### src/rtl/lfsr_pkg.sv
// Shared LFSR constants and the generic next-state function.
package lfsr_pkg;

  // Widest state the generic next-state function supports.
  localparam int unsigned MaxWidth = 32;

  // Maximal-length tap masks (polynomial without its top term) and default seeds.
  localparam logic [7:0]  Taps8  = 8'h1D;         // x^8+x^4+x^3+x^2+1
  localparam logic [7:0]  Seed8  = 8'h01;
  localparam logic [15:0] Taps16 = 16'h6801;      // x^16+x^14+x^13+x^11+1
  localparam logic [15:0] Seed16 = 16'h0001;
  localparam logic [31:0] Taps32 = 32'h0040_0007; // x^32+x^22+x^2+x^1+1
  localparam logic [31:0] Seed32 = 32'h0000_0001;

  // Right-shifting next state for a width-bit register held in the low bits of q.
  function automatic logic [MaxWidth-1:0] lfsr_nxt(input logic [MaxWidth-1:0] q,
                                                   input logic [MaxWidth-1:0] taps,
                                                   input int unsigned         width,
                                                   input logic                galois);
    logic [MaxWidth-1:0] mask;
    logic [MaxWidth-1:0] qm;
    logic [MaxWidth-1:0] nxt;
    logic                fb;
    mask = (width >= MaxWidth) ? '1 : ((MaxWidth'(1) << width) - MaxWidth'(1));
    qm   = q & mask;
    if (galois) begin
      nxt = (qm >> 1) ^ ({MaxWidth{qm[0]}} & taps);
    end else begin
      fb  = ^(qm & taps);
      nxt = (qm >> 1) | (MaxWidth'(fb) << (width - 1));
    end
    return nxt & mask;
  endfunction

endpackage

### src/rtl/lfsr_step.sv
// Combinational LFSR step: next value plus all-zero detect.
module lfsr_step
  import lfsr_pkg::*;
#(
  parameter int unsigned      WIDTH  = 8,
  parameter logic [WIDTH-1:0] TAPS   = 8'h1D,
  parameter bit               GALOIS = 1'b0
) (
  input  logic [WIDTH-1:0] q,
  output logic [WIDTH-1:0] nxt,
  output logic             is_zero
);

  logic [MaxWidth-1:0] nxt_ext;
  logic                unused_nxt_hi;

  // Evaluate the shared next-state function on the zero-extended state.
  always_comb begin
    nxt_ext = lfsr_nxt(MaxWidth'(q), MaxWidth'(TAPS), WIDTH, GALOIS);
  end

  assign nxt           = nxt_ext[WIDTH-1:0];
  assign is_zero       = (q == '0);
  // Upper bits are always zero for narrow widths.
  assign unused_nxt_hi = ^nxt_ext;

endmodule

### src/rtl/lfsr_gen.sv
// Parametrised LFSR with load, single step, burst runs and lock-up recovery.
module lfsr_gen
  import lfsr_pkg::*;
#(
  parameter int unsigned      WIDTH  = 8,
  parameter logic [WIDTH-1:0] TAPS   = 8'h1D,
  parameter logic [WIDTH-1:0] SEED   = 8'h01,
  parameter bit               GALOIS = 1'b0,
  parameter int unsigned      CNT_W  = 16
) (
  input  logic             clk,
  input  logic             rst,
  input  logic             load,
  input  logic [WIDTH-1:0] din,
  input  logic             en,
  input  logic             start,
  input  logic [CNT_W-1:0] run_len,
  output logic [WIDTH-1:0] dout,
  output logic             busy,
  output logic             done,
  output logic             lockup_fix,
  output logic [CNT_W-1:0] step_cnt
);

  logic [WIDTH-1:0] state_q, state_d;
  logic             busy_q, busy_d;
  logic             done_q, done_d;
  logic             fix_q, fix_d;
  logic [CNT_W-1:0] cnt_q, cnt_d;
  logic [CNT_W-1:0] rem_q, rem_d;

  logic [WIDTH-1:0] nxt;
  logic             is_zero;

  lfsr_step #(
    .WIDTH (WIDTH),
    .TAPS  (TAPS),
    .GALOIS(GALOIS)
  ) u_step (
    .q      (state_q),
    .nxt    (nxt),
    .is_zero(is_zero)
  );

  // Control priority: load > burst step > start > en; pulses default low.
  always_comb begin
    state_d = state_q;
    busy_d  = busy_q;
    done_d  = 1'b0;
    fix_d   = 1'b0;
    cnt_d   = cnt_q;
    rem_d   = rem_q;
    if (load) begin
      state_d = din;
      cnt_d   = '0;
      busy_d  = 1'b0;
      rem_d   = '0;
    end else if (busy_q) begin
      state_d = is_zero ? SEED : nxt;
      fix_d   = is_zero;
      cnt_d   = cnt_q + CNT_W'(1);
      rem_d   = rem_q - CNT_W'(1);
      if (rem_q == CNT_W'(1)) begin
        busy_d = 1'b0;
        done_d = 1'b1;
      end
    end else if (start) begin
      // Accept edge only latches the length; steps follow on later edges.
      rem_d  = run_len;
      busy_d = (run_len != '0);
      done_d = (run_len == '0);
    end else if (en) begin
      state_d = is_zero ? SEED : nxt;
      fix_d   = is_zero;
      cnt_d   = cnt_q + CNT_W'(1);
    end
  end

  // State registers with synchronous reset.
  always_ff @(posedge clk) begin
    if (rst) begin
      state_q <= SEED;
      busy_q  <= 1'b0;
      done_q  <= 1'b0;
      fix_q   <= 1'b0;
      cnt_q   <= '0;
      rem_q   <= '0;
    end else begin
      state_q <= state_d;
      busy_q  <= busy_d;
      done_q  <= done_d;
      fix_q   <= fix_d;
      cnt_q   <= cnt_d;
      rem_q   <= rem_d;
    end
  end

  assign dout       = state_q;
  assign busy       = busy_q;
  assign done       = done_q;
  assign lockup_fix = fix_q;
  assign step_cnt   = cnt_q;

endmodule

### config.mk
export PLATFORM = sky130hd
export DESIGN_NAME = lfsr_gen
export DESIGN_NICKNAME = d
export VERILOG_FILES = /design/src/rtl/lfsr_pkg.sv /design/src/rtl/lfsr_step.sv /design/src/rtl/lfsr_gen.sv
export SDC_FILE = /design/constraint.sdc
export NUM_CORES = 1
export LEC_CHECK = 0
export ABC_CLOCK_PERIOD_IN_PS = 5700
export CORE_UTILIZATION = 45
export DETAILED_ROUTE_END_ITERATION = 8
export PLACE_DENSITY = 0.78
export SYNTH_ARGS = -nofsm -noshare
export SYNTH_HDL_FRONTEND = slang
export SYNTH_SLANG_ARGS = --single-unit
### constraint.sdc
create_clock -name clk -period 5.7 [get_ports clk]
set_clock_uncertainty 0.2 [all_clocks]
set_input_delay 0.855 -clock clk [delete_from_list [all_inputs] [get_ports clk]]
set_output_delay 0.855 -clock clk [all_outputs]
set_load 0.01 [all_outputs]
==> results by group, run 1 <==
Outcome
  • Status: completed

GRT
  • Vias in the first global route: 2156
  • Gr ovfl total: 0
  • Initial antenna violation count: 0
  • All-Layer GR Usage: 0.237
  • Maximum number of pins on one net before global-route repair: 28
  • First-pass GRT wire length: 10100 um

Critical path
  • WP data required: 4.64 ns
  • R2r endpoint: rem_q[3]
  • CP bufs+invs: 1
  • Cells on worst reg2reg path: 4
  • Worst r2r src: busy
  • Worst setup SP type: register
  • Critical path type: reg -> out
  • Crit-path cells: clkdlybuf4s50_1
  • CP top delay family: flip-flops
  • Reg2Reg Setup Slack: 3.04 ns
  • Peak fanout along the critical path: 27
  • CP max-delay cell: dfxtp_1
  • Arr. time, crit path: 1.87 ns
  • CP endpoint kind: output port
  • Slowest stage delay, CP: 0.89 ns

Synth
  • Post-synth EDFFs: 0
  • Mapped cell area: 2330 um^2
  • Avg Cell Area, Syn: 8.46 um^2
  • Distinct cells, synth: 54
  • Top_reg_cell synth: dfxtp_1
  • Seq cells post-synth: 43
  • Yosys warns: 0
  • Seq/Total Area, Yosys: 0.370
  • Synth top area share: 0.370
  • Cell count after synthesis: 275
  • Synth area leaders: dfxtp_1 (37%), nor2_1 (4.5%), a21oi_1 (3.4%)
  • Synthesized netlist net count: 308
  • Ys async rst share: 0
  • Cell taking the most area after synthesis: dfxtp_1

Clock network
  • Clock sink total: 43
  • Root Driver: clkbuf_8
  • CTS buffer count: 5
  • TritonCTS clock tree: yes
  • Clock transition at path regs: 0.09 ns
  • Post-CTS setup buffers: 0
  • H-tree depth: 2
  • Max Root-Sink Buffers: 2
  • Clock latency on the worst-skew pair: 0.30 ns
  • Cts hold-fix bufs: 0
  • Post-cts resize count: 0

Placed design
  • PortBufs: 55
  • GPL Wtd Cong: 0.918
  • DP Wirelength: 4120 um
  • Dpl cells: 384
  • Placed standard-cell area: 2910 um^2

Min path
  • Tightest Hold Check Type: reg -> reg
  • Hold Path Sink: step_cnt[13]
  • Worst hold start: step_cnt[13]
  • Hold Path Stages: 2

Pwr
  • Pwr/cell area: 215 nW/um^2
  • Peak supply drop: 100 uV
  • Power Total: 0.000643 W
  • P_leak: 1.02 nW

Floorplanning
  • Die Y: 73.9 um
  • Starting Density: 0.480
  • DIE AREA: 5460 um^2
  • Die Span X: 73.9 um
  • Row count: 25
  • Num ports: 56
  • Core Area: 4850 um^2

Timing
  • Hold Fails Final Rpt: 0
  • Fin crit share: 0.514
  • Least-Margin Pin Slew: 0.870 ns
  • Max_slew headroom: 0.419
  • Final setup violating endpoints: 0
  • Final Max Tran Viols: 0
  • Final min period: 2.93 ns
  • Setup TNS: 0 ns
  • Fmax: 342 MHz
  • RSZ-0062 raised after global routing: no

Flow run
  • Max Cap Violations: 0

Drt
  • DR WL/cell: 15.4 um
  • Final WL: 6040 um
  • Drt via density: 5.97
  • Initial DRC Count: 177
  • Router iterations before antenna repair: 5
  • Post-DRT Antenna Nets: 0
  • Residual DRC count: 0
  • DR vias: 2339

Cells and area
  • Nets: 357
  • # diodes: 0
  • Share of cells above drive strength 1: 0.0708
  • Final core utilization: 0.618
  • Final instance area: 3000 um^2
  • Final non-filler cell total: 392
  • Area Overhead vs Synth: 28.8%
[worst max path at each step]
stage / start / endpoint / slack [ns] / cells past startpoint
after floorplan: start / step_cnt[13] / 3.44 / 6
after global placement: start / step_cnt[13] / 2.67 / 5
after detailed placement: start / step_cnt[13] / 2.62 / 5
after CTS: busy / busy / 2.75 / 1
final: busy / busy / 2.77 / 1
after global routing: load / rem_q[3] / 2.68 / 4
[flip-flops by register name, summed over array words and instances (netlist names)]
signal,cells
busy,1
rem_q,16
lockup_fix,1
done,1
dout,8
step_cnt,16
[final cells by class]
type	instances	area, um^2
clock buffer	5	68.8
inverter	6	22.5
fill	425	1850
tap	67	83.8
sequential	43	861
multi-input combinational	213	1390
clock inverter	3	20.0
timing repair buffer	55	551
[metal layers]
metal | GRT usage | vias up | wire (um)
met3 | 0.0562 | 16 | 367
met5 | 0 | - | 0
met2 | 0.374 | 91 | 2740
met1 | 0.320 | 1108 | 2830
met4 | 0.0684 | 0 | 102
li1 | - | 1124 | -
[stage by stage]
| step | hold slack, ns | setup slack, ns |
|---|---|---|
| 4_1_cts | 0.297 | 2.75 |
| 3_3_place_gp | 0.265 | 2.67 |
| 3_5_place_dp | 0.284 | 2.62 |
| 5_1_grt | 0.328 | 2.68 |
| 2_1_floorplan | 0.284 | 3.44 |
| 6_report | 0.294 | 2.77 |
[cell usage in the layout (no fill, tap or decap), types with 6 or more instances in the layout]
cell / count
clkdlybuf4s50_1: 55
nand3_1: 12
dfxtp_1: 43
inv_1: 6
nand2_1: 19
a21oi_1: 16
a31oi_1: 7
a211oi_1: 6
nor3_1: 9
nor2_1: 28
xor2_1: 9
o21ai_0: 14
[cell usage after synthesis, types with 5 or more instances]
| master | count |
|---|---|
| a211oi_1 | 6 |
| or4_1 | 5 |
| o21ai_0 | 14 |
| nor3_1 | 9 |
| a31oi_1 | 7 |
| nor2_1 | 28 |
| nand3_1 | 12 |
| dfxtp_1 | 43 |
| a21oi_1 | 16 |
| clkbuf_1 | 11 |
| nor2b_1 | 5 |
| nor4_1 | 5 |
| nand2_1 | 19 |
| mux2_2 | 5 |
| o211ai_1 | 5 |
| or3_1 | 5 |
| a21boi_0 | 5 |
| inv_1 | 6 |
| xor2_1 | 9 |
[logic make-up after synthesis]
kind of cell,Yosys count,synth area share
AND/OR/NAND/NOR,116,0.290
AO/OA/AOI/OAI,75,0.211
flip-flops,43,0.370
buffers and inverters,19,0.0328
XOR/XNOR,12,0.0452
multiplexers,6,0.0285
adder cells (fa/ha/maj),4,0.0215
[tightest hold or removal path, cell delays in order (launching register included)]
cell,delay (ns)
dfxtp_1,0.34
o31ai_1,0.07
a21oi_1,0.05
[power breakdown]
part | leakage (nW) | internal [W] | total, W | switching (W)
sequential | 0.350 | 0.000311 | 0.000326 | 0.0000155
combinational | 0.631 | 0.0000592 | 0.000118 | 0.0000585
clock | 0.0402 | 0.0000854 | 0.000199 | 0.000114
total | 1.02 | 0.000455 | 0.000643 | 0.000188
Note: power is estimated with default switching activity, not from simulation.
==> run 2: changes to the inputs <==
- ABC_CLOCK_PERIOD_IN_PS: 5700 -> 2960
- clock period: 5.7 -> 2.96 ns (I/O delays scaled with it)
==> run 2 against run 1 <==
Net effect: global-route usage down 0.50 points; hold slack lost 0.0017 ns; first-iteration DRC count is 21% higher; flip-flop and latch count did not move; non-clock buffer count grew 6; critical path depth increased by 5; sequential power up 92%; via count shrank 1.5%; largest power group unchanged; highest routed layer unchanged.
==> results by group, run 2 (synthesized netlist as in run 1, its figures left out) <==
Pwr
  • Sw power: 0.000347 W (+85%)
  • Internal power: 0.000931 W (+100%)
  • Pwr/cell area: 419 nW/um^2 (+95%)
  • Register share of total power: 0.490 (-0.017)
  • Switching share of power: 0.272 (-0.0202)
  • Peak supply drop: 374 uV (+270%)
  • Clock power frac: 0.329 (+0.019)
  • Combinational Power Share: 0.181 (-0.002)
  • P_leak: 1.06 nW (+4.0%)

Drt
  • Residual DRC count: 0 (unchanged)
  • Drt via density: 5.79 (-3.0%)
  • Final WL: 5780 um (-4.3%)
  • Initial DRC Count: 214 (+21%)
  • DR WL/cell: 14.5 um (-5.7%)
  • DR vias: 2304 (-1.5%)
  • Post-DRT Antenna Nets: 0 (unchanged)
  • Router iterations before antenna repair: 4 (-1)

Timing
  • Final Max Tran Viols: 0 (unchanged)
  • Hold Fails Final Rpt: 0 (unchanged)
  • Fmax: 468 MHz
  • Final setup violating endpoints: 0 (unchanged)
  • Setup TNS: 0 ns (unchanged)
  • Final min period: 2.14 ns
  • Fin crit share: 0.722
  • PnR worst setup slack: 0.823 ns (-1.95 ns)
  • Max_slew headroom: 0.566 (+0.146)
  • Least-Margin Pin Slew: 0.647 ns (-0.223 ns)
  • RSZ-0062 raised after global routing: no

Min path
  • Worst hold start: step_cnt[15]
  • Tightest Hold Check Type: reg -> reg
  • Hold Path Stages: 2 (unchanged)
  • Hold Path Sink: step_cnt[15]

Clock network
  • Cts hold-fix bufs: 0 (unchanged)
  • TritonCTS clock tree: yes
  • Clock sink total: 43 (unchanged)
  • Post-CTS setup buffers: 0 (unchanged)
  • CTS buffer count: 5 (unchanged)
  • Root Driver: clkbuf_8
  • Max Root-Sink Buffers: 2 (unchanged)
  • Clock transition at path regs: 0.08 ns (about the same)
  • H-tree depth: 2 (unchanged)
  • Post-cts resize count: 0 (unchanged)
  • Clock latency on the worst-skew pair: 0.30 ns (about the same)

Critical path
  • Slowest stage delay, CP: 0.40 ns (-0.49 ns)
  • Cells on worst reg2reg path: 6 (+2)
  • Arr. time, crit path: 2.17 ns (+0.30 ns)
  • R2r endpoint: rem_q[14]
  • CP max-delay cell: nor3b_2
  • Worst r2r src: rem_q[0]
  • Peak fanout along the critical path: 7 (-74%)
  • Worst setup SP type: register
  • CP bufs+invs: 1 (unchanged)
  • CP top delay family: simple AND/OR/NAND/NOR gates
  • WP data required: 2.99 ns (-1.65 ns)
  • CP endpoint kind: register
  • Reg2Reg Setup Slack: 0.82 ns (-2.22 ns)
  • Critical path type: reg -> reg
  • Crit-path cells: inv_1 > ha_1 > nor3b_2 > nand3_1 > or3_1 > a31oi_1

GRT
  • First-pass GRT wire length: 9790 um (-2.9%)
  • Maximum number of pins on one net before global-route repair: 27 (-3.6%)
  • Vias in the first global route: 2140 (-0.74%)
  • Initial antenna violation count: 0 (unchanged)
  • All-Layer GR Usage: 0.232 (-0.00504)
  • Gr ovfl total: 0 (unchanged)

Placed design
  • GPL Wtd Cong: 0.893 (-2.7%)
  • PortBufs: 55 (unchanged)
  • Pre-CTS WS: 0.523 ns (-2.10 ns)
  • DP Wirelength: 4160 um (+0.86%)

Floorplanning
  • Die Y: 73.9 um (unchanged)
  • Core Area: 4850 um^2 (unchanged)
  • Row count: 25 (unchanged)
  • Num ports: 56 (unchanged)
  • Die Span X: 73.9 um (unchanged)
  • Starting Density: 0.480 (unchanged)
  • DIE AREA: 5460 um^2 (unchanged)

Cells and area
  • Share of cells above drive strength 1: 0.0846 (+0.0138)
  • Area Overhead vs Synth: 31.2%
  • Commonest non-fill, non-tap cell in the layout: clkdlybuf4s50_1
  • Most frequent cells in the layout: clkdlybuf4s50_1 (55), dfxtp_1 (43), nor2_1 (28)
  • # diodes: 0 (unchanged)
  • Nets: 363 (+1.7%)

Flow run
  • Max Cap Violations: 0 (unchanged)

Outcome
  • Status: completed
## run 2: cell types whose count changed in the layout (fill, tap and decap cells not counted), sizes merged
cell / change
clkbuf: +3
buf: +6
clkinv: -1
clkinvlp: -2
## run 2: worst max path at each step
stage,start,end,cells past startpoint
2_1_floorplan,start,step_cnt[13],6
3_3_place_gp,en,step_cnt[13],5
3_5_place_dp,en,step_cnt[15],5
4_1_cts,en,step_cnt[15],5
5_1_grt,rem_q[0],rem_q[14],6
6_report,rem_q[0],rem_q[14],6
## run 2: layout make-up
| cell class | instances | area (um^2) |
|---|---|---|
| sequential | 43 | 861 |
| tap | 67 | 83.8 |
| fill | 441 | 1800 |
| inverter | 6 | 22.5 |
| timing repair buffer | 61 | 596 |
| clock buffer | 8 | 100 |
| multi-input combinational | 213 | 1390 |
## run 2: worst min-delay path, stage by stage (launching register included)
cell and delay (ns):
dfxtp_1 0.33, o31ai_1 0.06, a21oi_1 0.05
## run 2: stage by stage
step	cells	utilization	total power [W]	instance area, um^2	hold slack, ns
after detailed placement	390	0.609	0.000868	2950	0.286
after floorplan	275	-	0.000772	2330	0.284
final	398	0.629	0.00128	3050	0.292
after CTS	398	0.629	0.00128	3050	0.297
after global routing	398	0.629	0.00133	3050	0.322
after global placement	390	0.609	0.000864	2950	0.265
## run 2: power groups by stage
stage          Combinational [W]  Clock (W)  Sequential, W
6_report                0.000232   0.000420       0.000626
5_1_grt                 0.000256   0.000442       0.000629
4_1_cts                 0.000231   0.000423       0.000625
3_5_place_dp            0.000229          0       0.000639
3_3_place_gp            0.000226          0       0.000638
2_1_floorplan           0.000135          0       0.000637
## run 2: per-layer routing
metal / GRT usage / vias to the layer above / share of wire
met5: 0 / - / 0
met2: 0.363 / 75 / 0.45
met3: 0.0466 / 8 / 0.057
li1: - / 1140 / -
met4: 0.0662 / 0 / 0.011
met1: 0.322 / 1081 / 0.48
